## config.mk

```make
export PLATFORM = sky130hd
export DESIGN_NAME = pm1_vector_scheduler
export DESIGN_NICKNAME = d
export VERILOG_FILES = /design/src/rtl/pm1_sched_pkg.sv /design/src/rtl/pm1_sched_misr.sv /design/src/rtl/pm1_vector_scheduler.sv
export SDC_FILE = /design/constraint.sdc
export NUM_CORES = 1
export LEC_CHECK = 0
export BUFFER_PORTS_ARGS = -buffer_cell sky130_fd_sc_hd__buf_2
export CORE_ASPECT_RATIO = 1.1
export CORE_MARGIN = 3
export CORE_UTILIZATION = 47
export DETAILED_ROUTE_END_ITERATION = 6
export HOLD_SLACK_MARGIN = 0.06
export PLACE_DENSITY = 0.86
export SYNTH_ARGS = -nofsm -noshare
export SYNTH_HDL_FRONTEND = slang
export SYNTH_SLANG_ARGS = --single-unit
```

## constraint.sdc

```tcl
create_clock -name clk -period 2.2 [get_ports clk]
set_input_delay 0.11 -clock clk [delete_from_list [all_inputs] [get_ports clk]]
set_output_delay 0.11 -clock clk [all_outputs]
set_load 0.005 [all_outputs]
```

## src/rtl/pm1_sched_pkg.sv

```systemverilog
// ============================================================================
// pm1_sched_pkg : shared widths, state encoding and bit maps for the scheduler
// Revision: 1.0
// ============================================================================
`default_nettype none

package pm1_sched_pkg;

  localparam int unsigned IN_W  = 16;
  localparam int unsigned OUT_W = 13;

  localparam logic [OUT_W-1:0] MISR_POLY_DEFAULT = 13'h1C80;

  typedef enum logic [1:0] {
    IDLE = 2'd0,
    EVAL = 2'd1,
    RESP = 2'd2
  } state_e;

  // pm1 input pin positions within a 16-bit vector
  localparam int unsigned A_BIT = 15;
  localparam int unsigned B_BIT = 14;
  localparam int unsigned C_BIT = 13;
  localparam int unsigned D_BIT = 12;
  localparam int unsigned E_BIT = 11;
  localparam int unsigned G_BIT = 10;
  localparam int unsigned H_BIT = 9;
  localparam int unsigned I_BIT = 8;
  localparam int unsigned J_BIT = 7;
  localparam int unsigned K_BIT = 6;
  localparam int unsigned L_BIT = 5;
  localparam int unsigned M_BIT = 4;
  localparam int unsigned N_BIT = 3;
  localparam int unsigned O_BIT = 2;
  localparam int unsigned P_BIT = 1;
  localparam int unsigned Q_BIT = 0;

  // pm1 output pin positions within a 13-bit result
  localparam int unsigned R_BIT  = 12;
  localparam int unsigned S_BIT  = 11;
  localparam int unsigned T_BIT  = 10;
  localparam int unsigned U_BIT  = 9;
  localparam int unsigned V_BIT  = 8;
  localparam int unsigned W_BIT  = 7;
  localparam int unsigned X_BIT  = 6;
  localparam int unsigned Y_BIT  = 5;
  localparam int unsigned Z_BIT  = 4;
  localparam int unsigned A0_BIT = 3;
  localparam int unsigned B0_BIT = 2;
  localparam int unsigned C0_BIT = 1;
  localparam int unsigned D0_BIT = 0;

  function automatic logic [OUT_W-1:0] misr_step(
    input logic [OUT_W-1:0] sig,
    input logic [OUT_W-1:0] poly,
    input logic [OUT_W-1:0] data
  );
    logic [OUT_W-1:0] fb;
    fb = sig[OUT_W-1] ? poly : '0;
    return ({sig[OUT_W-2:0], 1'b0} ^ fb) ^ data;
  endfunction

endpackage

`default_nettype wire

```

## src/rtl/pm1_sched_misr.sv

```systemverilog
// ============================================================================
// pm1_sched_misr : 13-bit response-compaction MISR with clear priority
// Revision: 1.0
// ============================================================================
`default_nettype none

module pm1_sched_misr
  import pm1_sched_pkg::*;
#(
  parameter logic [OUT_W-1:0] POLY = MISR_POLY_DEFAULT
) (
  input  logic             clk,
  input  logic             rst,
  input  logic             clr,
  input  logic             en,
  input  logic [OUT_W-1:0] din,
  output logic [OUT_W-1:0] sig
);

  logic [OUT_W-1:0] sig_q;
  logic [OUT_W-1:0] sig_d;

  // A clear on the same edge as a fold discards that fold entirely
  always_comb begin
    sig_d = sig_q;
    if (clr) begin
      sig_d = '0;
    end else if (en) begin
      sig_d = misr_step(sig_q, POLY, din);
    end
  end

  always_ff @(posedge clk) begin
    if (rst) begin
      sig_q <= '0;
    end else begin
      sig_q <= sig_d;
    end
  end

  assign sig = sig_q;

endmodule

`default_nettype wire

```

## src/rtl/pm1_vector_scheduler.sv

```systemverilog
// ============================================================================
// pm1_vector_scheduler : round-robin sharing of one pm1 datapath by two
// requesters, with settle timing, response hold and MISR compaction
// Revision: 1.0
// ============================================================================
`default_nettype none

module pm1_vector_scheduler
  import pm1_sched_pkg::*;
#(
  parameter int unsigned      SETTLE    = 1,
  parameter logic [OUT_W-1:0] MISR_POLY = MISR_POLY_DEFAULT
) (
  input  logic             clk,
  input  logic             rst,
  input  logic [1:0]       req_valid,
  input  logic [IN_W-1:0]  req_vec0,
  input  logic [IN_W-1:0]  req_vec1,
  output logic [1:0]       req_ready,
  output logic [IN_W-1:0]  dp_in,
  input  logic [OUT_W-1:0] dp_out,
  output logic             rsp_valid,
  input  logic             rsp_ready,
  output logic             rsp_id,
  output logic [IN_W-1:0]  rsp_vec,
  output logic [OUT_W-1:0] rsp_data,
  output logic [OUT_W-1:0] sig,
  input  logic             sig_clr,
  output logic             busy,
  output logic [15:0]      count
);

  localparam logic [3:0] SETTLE_LAST = 4'(SETTLE - 1);

  state_e           state_q,    state_d;
  logic [3:0]       cnt_q,      cnt_d;
  logic             last_q,     last_d;
  logic [IN_W-1:0]  dp_in_q,    dp_in_d;
  logic [IN_W-1:0]  rsp_vec_q,  rsp_vec_d;
  logic             rsp_id_q,   rsp_id_d;
  logic [OUT_W-1:0] rsp_data_q, rsp_data_d;
  logic [15:0]      count_q,    count_d;

  logic             grant_id;
  logic [IN_W-1:0]  grant_vec;
  logic             misr_en;

  always_comb begin
    state_d    = state_q;
    cnt_d      = cnt_q;
    last_d     = last_q;
    dp_in_d    = dp_in_q;
    rsp_vec_d  = rsp_vec_q;
    rsp_id_d   = rsp_id_q;
    rsp_data_d = rsp_data_q;
    count_d    = count_q;
    req_ready  = 2'b00;
    grant_id   = 1'b0;
    grant_vec  = req_vec0;
    misr_en    = 1'b0;

    unique case (state_q)
      IDLE: begin
        // On contention the requester that did not win last time goes first
        case (req_valid)
          2'b01:   req_ready = 2'b01;
          2'b10:   req_ready = 2'b10;
          2'b11:   req_ready = last_q ? 2'b01 : 2'b10;
          default: req_ready = 2'b00;
        endcase
        grant_id  = req_ready[1];
        grant_vec = grant_id ? req_vec1 : req_vec0;
        if (req_ready != 2'b00) begin
          dp_in_d   = grant_vec;
          rsp_vec_d = grant_vec;
          rsp_id_d  = grant_id;
          last_d    = grant_id;
          cnt_d     = 4'd0;
          state_d   = EVAL;
        end
      end
      EVAL: begin
        cnt_d = cnt_q + 4'd1;
        if (cnt_q == SETTLE_LAST) begin
          rsp_data_d = dp_out;
          state_d    = RESP;
        end
      end
      RESP: begin
        if (rsp_ready) begin
          misr_en = 1'b1;
          count_d = (count_q == 16'hFFFF) ? count_q : count_q + 16'd1;
          state_d = IDLE;
        end
      end
      default: state_d = IDLE;
    endcase
  end

  always_ff @(posedge clk) begin
    if (rst) begin
      state_q    <= IDLE;
      cnt_q      <= 4'd0;
      last_q     <= 1'b1;
      dp_in_q    <= '0;
      rsp_vec_q  <= '0;
      rsp_id_q   <= 1'b0;
      rsp_data_q <= '0;
      count_q    <= 16'd0;
    end else begin
      state_q    <= state_d;
      cnt_q      <= cnt_d;
      last_q     <= last_d;
      dp_in_q    <= dp_in_d;
      rsp_vec_q  <= rsp_vec_d;
      rsp_id_q   <= rsp_id_d;
      rsp_data_q <= rsp_data_d;
      count_q    <= count_d;
    end
  end

  pm1_sched_misr #(
    .POLY (MISR_POLY)
  ) u_misr (
    .clk (clk),
    .rst (rst),
    .clr (sig_clr),
    .en  (misr_en),
    .din (rsp_data_q),
    .sig (sig)
  );

  assign dp_in     = dp_in_q;
  assign rsp_vec   = rsp_vec_q;
  assign rsp_id    = rsp_id_q;
  assign rsp_data  = rsp_data_q;
  assign count     = count_q;
  assign rsp_valid = (state_q == RESP);
  assign busy      = (state_q != IDLE);

endmodule

`default_nettype wire
```

Word level (Yosys, flattened, before mapping)
Cells that the tools add are included.
{ "op_classes": {"muxes": 14, "n_eq_ne": 9, "n_bitwise": 3, "n_addsub": 2, "reduce_logical": 11} }
{ "op_table": {"columns": ["op", "count"], "rows": [
  ["$xor 13x13->13", 2],
  ["$add 16x1->16 const B", 1],
  ["$eq 16x16->1 const B", 1],
  ["$mux 16", 1],
  ["$mux 13", 1],
  ["$mux 2", 6],
  ["$pmux 2 s3", 2],
  ["$pmux 4 s2", 1],
  ["$eq 2x2->1 const B", 3],
  ["$reduce_and 2->1", 3],
  ["$reduce_and 3->1", 2],
  ["$reduce_bool 2->1", 3],
  ["$add 4x1->4 const B", 1],
  ["$eq 2x1->1 const B", 2],
  ["$logic_not 4->1", 1],
  ["$mux 4", 1],
  ["$ne 2x2->1 const B", 2],
  ["$logic_not 2->1", 1],
  ["$mux 1", 2],
  ["$ne 2x1->1 const B", 1],
  ["$reduce_or 2->1", 1],
  ["$not 1->1", 1]
]} }
{ "totals": {"regBits": 66, "inputBits": 51, "wordCells": 47} }

Logic depth before layout (Yosys ltp)
Gate-level depths: netlist of run 1.
{ "depth": {"depth_word": 6, "mapped_depth": 7, "mapped_depth_nobuf": 6} }

Cells and area by module
From an unflattened synthesis of run 1, not the netlist that was laid out.
{ "hier_totals": {"hier_cells": 357, "hier_area_um2": 3090.5} }
{ "modules_own_cells": {"columns": ["module", "cells_each", "instances", "area_per_inst_um2", "seq_area_each_um2"], "rows": [
  ["pm1_vector_scheduler", 295, 1, 2428.6, 1061.0],
  ["pm1_sched_misr", 62, 1, 661.9, 260.2]
]} }

Worst setup path before layout of run 1
Ideal clock, no wire load.
{ "synth_timing": {"path_kind": "register to register", "startpoint": "register count_q[0], in the netlist count[0]", "endpoint": "register count_q[11], in the netlist count[11]", "n_path_buf": 1, "arrival_time_ps": 1611, "setup_time_ps": 121, "setup_slack_ps": 469, "period_less_slack_ps": 1731, "path_stages_with_launch": 6, "cell_sequence": "dfxtp_1 ha_1 and4_1 buf_2 a311oi_1 mux2_2"} }
{ "synth_via": {"elab_chain_cells": 3, "word_cells_on_any_way": 4, "classes_between": "add/sub (1); eq/ne (1); bitwise (1); reduce/logical (1)"} }
{ "synth_rtl": {"columns": ["element", "line_no", "text"], "rows": [
  ["start, declared", "pm1_vector_scheduler.sv:42", "logic [15:0] count_q, count_d;"],
  ["start signal, assigned", "pm1_vector_scheduler.sv:118", "count_q <= count_d;"],
  ["branches (longest 3 deep; another with $add 16x1->16)", null, null]
]} }
Parallel ways; which one is timed is not known.
A chain may end at the register's enable or synchronous reset.

Worst setup path after layout of run 1
{ "layout_timing": {"startpoint": "register state_q[0]", "endpoint": "output port req_ready[0]"} }
{ "layout_via": {"elab_chain_cells": 2} }
{ "layout_rtl": {"columns": ["element", "line_no", "text"], "rows": [
  ["start, declared", "pm1_vector_scheduler.sv:35", "state_e state_q, state_d;"],
  ["start signal, assigned", "pm1_vector_scheduler.sv:111", "state_q <= state_d;"],
  ["$logic_not 2->1", "pm1_vector_scheduler.sv:62", "unique case (state_q)"],
  ["$mux 2", "pm1_vector_scheduler.sv:62", null],
  ["end, declared", "pm1_vector_scheduler.sv:19", "output logic [1:0] req_ready,"]
]} }
Every way passes these cells.

==> impl_metrics.tcl, run 1 <==
set metrics [dict create \
    floorplan.initialDensity_pct 50.2 \
    drt-wirelength-per-cell_um 14.5 \
    cellPowerDensity_nw_per_um2 748 \
    timing.final.hold_violations 0 \
    final_net_count 550 \
    cp_slowest_stage_delay_ns 0.52 \
    rsz0062_at_grt "no" \
    grt_antenna_before_repair 0 \
    hp-class "in2reg" \
    post_cts_resize_count 0 \
    synth_warnings 0 \
    antenna_violation_net_count_after_detailed_routing 0 \
    asyncSetResetFlopFracSynth_pct 0 \
    placement_rows 29 \
    grt_util_all_layers_pct 23.1 \
    worstRegToRegCells 5 \
    seq_area_frac_synth_pct 44.0 \
    setup_ws_ns 0.331 \
    maxCapViolations 0 \
    timing_max_transition_violations_final 0 \
    worst_setup_hold_path_clk_slew_ns 0.08 \
    cts_max_level 3 \
    cts_post_setup_buffers_inserted 0 \
    crit_arrival_ns 1.76 \
    worstReg2RegStart "count[1]" \
    totalWireLength_um 8360 \
    clk_root_buffer_cell "sky130_fd_sc_hd__clkbuf_8" \
    drc 0 \
    initialDrtViolationCount 213 \
    synth_ff_type "sky130_fd_sc_hd__dfxtp_1" \
    end_of_the_worst_register_to_register_path "count[6]" \
    critical-path-slowest-cell "sky130_fd_sc_hd__nand3_1" \
    worst_clock_skew_ns 0.0125 \
    worst-slew-pin-transition_ns 0.668 \
    port_buffers 129 \
    post_synth_inst_count 355 \
    insertion_delay_ns 0.34 \
    core-area_um2 5990 \
    post_layout_instance_count_excluding_filler_cells 578 \
    n_fill_cell 472 \
    sequential_area_um2 1320 \
    ctsHoldBuffers 29 \
    io_pins 130 \
    grt-ovfl-total 0 \
    startpoint_type "flip-flop" \
    diodes 0 \
    ys_ff_latch 66 \
    detailedRoute.firstPassIterationCount 4 \
    gp_congestion 0.861 \
    die_height_um 89.9 \
    layout-area-overhead-vs-synth_pct 36.4 \
    synth_enable_flop_cells 0 \
    worstPathMaxFanout 17 \
    synth.avg_cell_area_um2 8.46 \
    worst_ep_required_time_ns 2.09 \
    netlist-cell-type-count 45 \
    numCtsBuffers 9 \
    post_drt_via_cell_ratio 5.34 \
    detailed_place_hpwl_um 5720 \
    postSynthNetCount 409 \
    dieArea_um2 7390 \
    final.setup.tns_ns 0 \
    tritoncts_num_sinks 66 \
    hold_start "req_vec1[1]" \
    setup.reg_to_reg.worst_slack_ns 0.34 \
    crit_type "reg2out" \
    hold-worst-slack_ns 0.0801 \
    synthesis.area_um2 3000 \
    detailedPlace.worstSlack_ns 0.353 \
    post-route-min-period_ns 1.87 \
    share_of_layout_cells_above_drive_strength_1_pct 31.3 \
    run_status "finished, final reports clean" \
    path_cells "nor2_1, nand3_1, inv_1, buf_2" \
    power_leakage_nw 1.81 \
    hold_path_end "rsp_vec[1]" \
    clockBufferDepth 2 \
    max_clock_freq_ghz 0.535 \
    numPlacedInstances 533 \
    post-route-period-util_pct 85.0 \
    vias 3086 \
    worst_ir_drop_vdd_uv 390 \
    setup_violations 0 \
    grt_first_pass_wirelength_um 13500 \
    worst_setup_path_end_kind "output port" \
    multiInputGateArea_um2 1470 \
    fp.dieW_um 82.2 \
    cts_tree "built" \
    pin_count_of_the_biggest_net_entering_global_routing 23 \
    slew_headroom_pct 55.0 \
    vias_in_the_first_global_route 2861 \
    timing.hold.worst_path_depth 3 \
    setup.worst_path.start "state_q[0]" \
]
==> per-stage QoR <==
stage | power (W) | util (%) | area, µm²
after floorplan | 0.00172 | - | 3000
after global placement | 0.00189 | 59.9 | 3580
after detailed placement | 0.00191 | 59.9 | 3580
after CTS | 0.00309 | 68.5 | 4100
after global routing | 0.00322 | 68.5 | 4100
final | 0.00307 | 68.5 | 4100
==> where the power goes <==
part           internal, W  switching [W]  total (W)
clock             0.000648       0.000492    0.00114
sequential         0.00129      0.0000797    0.00137
combinational     0.000264       0.000296   0.000560
total              0.00220       0.000867    0.00307
==> worst max path at each step <==
stage | end
after floorplan | count[11]
after global placement | count[6]
after detailed placement | count[6]
after CTS | req_ready[0]
after global routing | req_ready[0]
final | req_ready[0]
==> state kept, by name (all words and copies together), names as in the netlist <==
signal,cells
cnt_q,4
count,16
last_q,1
rsp_data,13
rsp_id,1
rsp_vec,16
state_q,2
u_misr.sig,13
==> kinds of logic after synthesis <==
kind of cell	share of synthesized area, %
AO/OA/AOI/OAI	17.6
multiplexers	1.46
flip-flops	44.0
buffers and inverters	7.25
XOR/XNOR	4.96
adder cells (fa/ha/maj)	1.25
AND/OR/NAND/NOR	23.5
==> final cells by class <==
cell class | instances | area share [%]
tap | 77 | 2.35
sequential | 66 | 32.2
clock buffer | 9 | 3.02
multi-input combinational | 249 | 35.7
inverter | 9 | 0.824
clock inverter | 7 | 2.44
timing repair buffer | 161 | 23.4
==> cell usage after synthesis, types with 2 or more instances <==
master                     instances  share of area [%]
sky130_fd_sc_hd__dfxtp_1          66                 44
sky130_fd_sc_hd__mux2_2            3                1.1
sky130_fd_sc_hd__and2_1            2               0.42
sky130_fd_sc_hd__nor2b_1           4               0.83
sky130_fd_sc_hd__nand3_1           9                1.5
sky130_fd_sc_hd__and4_1            2               0.58
sky130_fd_sc_hd__a311oi_1          2               0.58
sky130_fd_sc_hd__o31ai_1           3               0.75
sky130_fd_sc_hd__buf_2             3               0.50
sky130_fd_sc_hd__nand2b_1          3               0.62
sky130_fd_sc_hd__o21ai_0           7                1.2
sky130_fd_sc_hd__a21oi_1          35                5.8
sky130_fd_sc_hd__xnor2_1          16                4.7
sky130_fd_sc_hd__nand4_1           4               0.83
sky130_fd_sc_hd__or3_1             6                1.2
sky130_fd_sc_hd__and3_1            4               0.83
sky130_fd_sc_hd__clkbuf_1         11                1.4
sky130_fd_sc_hd__or4_1             3               0.75
sky130_fd_sc_hd__ha_1              3                1.2
sky130_fd_sc_hd__buf_4            17                4.2
sky130_fd_sc_hd__nor2_1           47                5.9
sky130_fd_sc_hd__inv_1             8                1.0
sky130_fd_sc_hd__o221ai_1         16                4.7
sky130_fd_sc_hd__a211oi_1         11                2.7
sky130_fd_sc_hd__nand2_1          50                6.2
==> critical path: cells and delay by family (launching register included) <==
family	cells	cell delay, ns
DFF	1	0.36
buffers and inverters	2	0.28
and+or+nand+nor	2	0.79
==> metal layers <==
metal  track usage (%)  wire length (µm)  vias up
met1              27.8              3360     1426
met3              6.20               679        9
met4              8.17                98        0
li1                  -                 -     1517
met2              38.6              4220      134
met5                 0                 0        -
==> cell usage in the layout, fill, tap and decap left out, types with 2 or more instances in the layout <==
cell                            synthesis  final
sky130_fd_sc_hd__nand3_1                9      9
sky130_fd_sc_hd__or4_1                  3      3
sky130_fd_sc_hd__or3_1                  6      6
sky130_fd_sc_hd__dfxtp_1               66     66
sky130_fd_sc_hd__xnor2_1               16     16
sky130_fd_sc_hd__nand2_1               50     50
sky130_fd_sc_hd__and3_1                 4      4
sky130_fd_sc_hd__a311oi_1               2      2
sky130_fd_sc_hd__ha_1                   3      3
sky130_fd_sc_hd__inv_6                  0      2
sky130_fd_sc_hd__buf_2                  3    129
sky130_fd_sc_hd__and4_1                 2      2
sky130_fd_sc_hd__inv_1                  8      8
sky130_fd_sc_hd__and2_1                 2      2
sky130_fd_sc_hd__o221ai_1              16     16
sky130_fd_sc_hd__a21oi_1               35     35
sky130_fd_sc_hd__o21ai_0                7      7
sky130_fd_sc_hd__bufinv_16              0      2
sky130_fd_sc_hd__dlygate4sd3_1          0     29
sky130_fd_sc_hd__nor2b_1                4      4
sky130_fd_sc_hd__buf_4                 17      3
sky130_fd_sc_hd__nor2_1                47     47
sky130_fd_sc_hd__nand4_1                4      4
sky130_fd_sc_hd__nand2b_1               3      3
sky130_fd_sc_hd__mux2_2                 3      3
sky130_fd_sc_hd__clkinv_4               0      2
sky130_fd_sc_hd__clkbuf_8               0      9
sky130_fd_sc_hd__a211oi_1              11     11
sky130_fd_sc_hd__o31ai_1                3      3
No activity file was read; power rests on OpenSTA's default activity.
==> run 2: changes to the inputs <==
==> constraint.sdc (replaced) <==
create_clock -name clk -period 1.9 [get_ports clk]
set_input_delay 0.095 -clock clk [delete_from_list [all_inputs] [get_ports clk]]
set_output_delay 0.095 -clock clk [all_outputs]
set_load 0.005 [all_outputs]
==> impl_metrics.tcl, run 2 (synthesis results as in run 1) <==
set metrics [dict create \
    run_status "finished, final reports clean" \
    layout-area-overhead-vs-synth_pct 37.8 \
    multiInputGateArea_um2 1470 \
    detailed_place_hpwl_um 5820 \
    gr-max-usage-layer "met2" \
    drc 0 \
    drt-wirelength-per-cell_um 15.3 \
    final_net_count 560 \
    post-route-min-period_ns 1.77 \
    power_leakage_nw 1.83 \
    setup.reg_to_reg.worst_slack_ns 0.13 \
    fp.dieW_um 82.2 \
    worst_ir_drop_vdd_uv 486 \
    power.total_w 0.00333 \
    placement_rows 29 \
    hp-class "in2reg" \
    port_buffers 129 \
    sequential_area_um2 1320 \
    maxCapViolations 0 \
    worstRegToRegCells 5 \
    max_clock_freq_ghz 0.566 \
    crit_type "reg2reg" \
    totalWireLength_um 8980 \
    numCtsBuffers 9 \
    worst_ep_required_time_ns 2.16 \
    vias 3221 \
    setup.worst_path.start "state_q[1]" \
    insertion_delay_ns 0.35 \
    antenna_violation_net_count_after_detailed_routing 0 \
    setup_violations 0 \
    detailedPlace.worstSlack_ns 0.222 \
    timing.hold.worst_path_depth 3 \
    groute.layer.met1.usage_pct 27.6 \
    cts_max_level 3 \
    most-common-layout-cells "sky130_fd_sc_hd__buf_2, sky130_fd_sc_hd__dfxtp_1, sky130_fd_sc_hd__nand2_1" \
    grt_first_pass_wirelength_um 14500 \
    groute.layer.met2.usage_pct 41.8 \
    worst_setup_hold_path_clk_slew_ns 0.07 \
    vias_in_the_first_global_route 3116 \
    floorplan.initialDensity_pct 50.2 \
    clockBufferDepth 2 \
    crit_arrival_ns 2.02 \
    post-route-period-util_pct 93.0 \
    pin_count_of_the_biggest_net_entering_global_routing 26 \
    worst_setup_path_end_kind "flip-flop" \
    initialDrtViolationCount 155 \
    timing.final.hold_violations 0 \
    gp_congestion 0.907 \
    worstReg2RegStart "state_q[1]" \
    timing_max_transition_violations_final 0 \
    diodes 0 \
    mostFrequentLayoutCell "sky130_fd_sc_hd__buf_2" \
    die_height_um 89.9 \
    cts_tree "built" \
    hold_path_end "rsp_vec[14]" \
    core-area_um2 5990 \
    global_route.usage.met3_pct 7.50 \
    io_pins 130 \
    share_of_layout_cells_above_drive_strength_1_pct 32.3 \
    grt-ovfl-total 0 \
    tritoncts_num_sinks 66 \
    post_drt_via_cell_ratio 5.48 \
    dieArea_um2 7390 \
    grt_util_all_layers_pct 24.9 \
    cellPowerDensity_nw_per_um2 805 \
    worst_clock_skew_ns 0.0107 \
    slew_headroom_pct 55.8 \
    end_of_the_worst_register_to_register_path "count[13]" \
    worst-slew-pin-transition_ns 0.656 \
    worstPathMaxFanout 24 \
    detailedRoute.firstPassIterationCount 6 \
    setup_ws_ns 0.134 \
    grt_antenna_before_repair 0 \
    startpoint_type "flip-flop" \
    n_fill_cell 476 \
    hold_start "req_vec1[14]" \
    clk_root_buffer_cell "sky130_fd_sc_hd__clkbuf_8" \
    cts_post_setup_buffers_inserted 0 \
]
## run 2: cell types whose count changed in the layout (fill, tap and decap cells not counted), moves of 2 or more
cell / before / now
sky130_fd_sc_hd__bufinv_16: 2 / 0
sky130_fd_sc_hd__dlygate4sd3_1: 29 / 32
sky130_fd_sc_hd__clkinvlp_4: 0 / 2
sky130_fd_sc_hd__buf_4: 3 / 9
## run 2: what timing repair did
| item | 4_1_cts | 5_1_grt |
|---|---|---|
| hold buffers | 32 | 0 |
| endpoints found under the setup margin | 0 | 1 |
| hold endpoints to repair | 30 | 0 |
| resized for setup | 0 | 4 |
## run 2: through the flow
stage	std cells	hold slack, ns	utilization (%)	TNS, ns	area [µm²]
5_1_grt	588	0.0786	69.2	-0.0265	4140
6_report	588	0.0751	69.2	0	4140
3_5_place_dp	540	0.309	60.8	0	3640
4_1_cts	588	0.0603	68.9	0	4130
3_3_place_gp	540	0.301	60.8	0	3640
2_1_floorplan	355	0.216	-	0	3000
## run 2: how the worst max path moves through the flow
stage	endpoint	slack [ns]
6_report	count[13]	0.13
5_1_grt	count[13]	-0.01
4_1_cts	rsp_vec[9]	0.03
3_5_place_dp	count[13]	0.22
3_3_place_gp	count[11]	0.28
2_1_floorplan	count[11]	0.17
## run 2: report_power, final
group          internal [W]  total [W]  switching, W
Combinational      0.000337   0.000703      0.000366
Clock              0.000475    0.00104      0.000566
Sequential          0.00149    0.00159     0.0000987
## run 2: worst max-delay path: stages, from the launching register on
cell and delay (ns):
sky130_fd_sc_hd__dfxtp_1 0.44, sky130_fd_sc_hd__and3b_1 0.31, sky130_fd_sc_hd__buf_4 0.29, sky130_fd_sc_hd__and4_1 0.28
sky130_fd_sc_hd__a41oi_1 0.13, sky130_fd_sc_hd__a211oi_1 0.23
## run 2: metal layers
layer | wire length (µm) | vias to the layer above
met5 | 0 | -
met4 | 256 | 0
met3 | 786 | 28
met2 | 4530 | 175
met1 | 3400 | 1482
li1 | - | 1536
## run 2: layout make-up
cell class	instances	share of cell area, %
Clock inverter	6	1.03
Timing Repair Buffer	171	25.2
Clock buffer	10	3.08
Tap cell	77	2.33
Multi-Input combinational cell	249	35.6
Inverter	9	0.816
Sequential cell	66	31.9
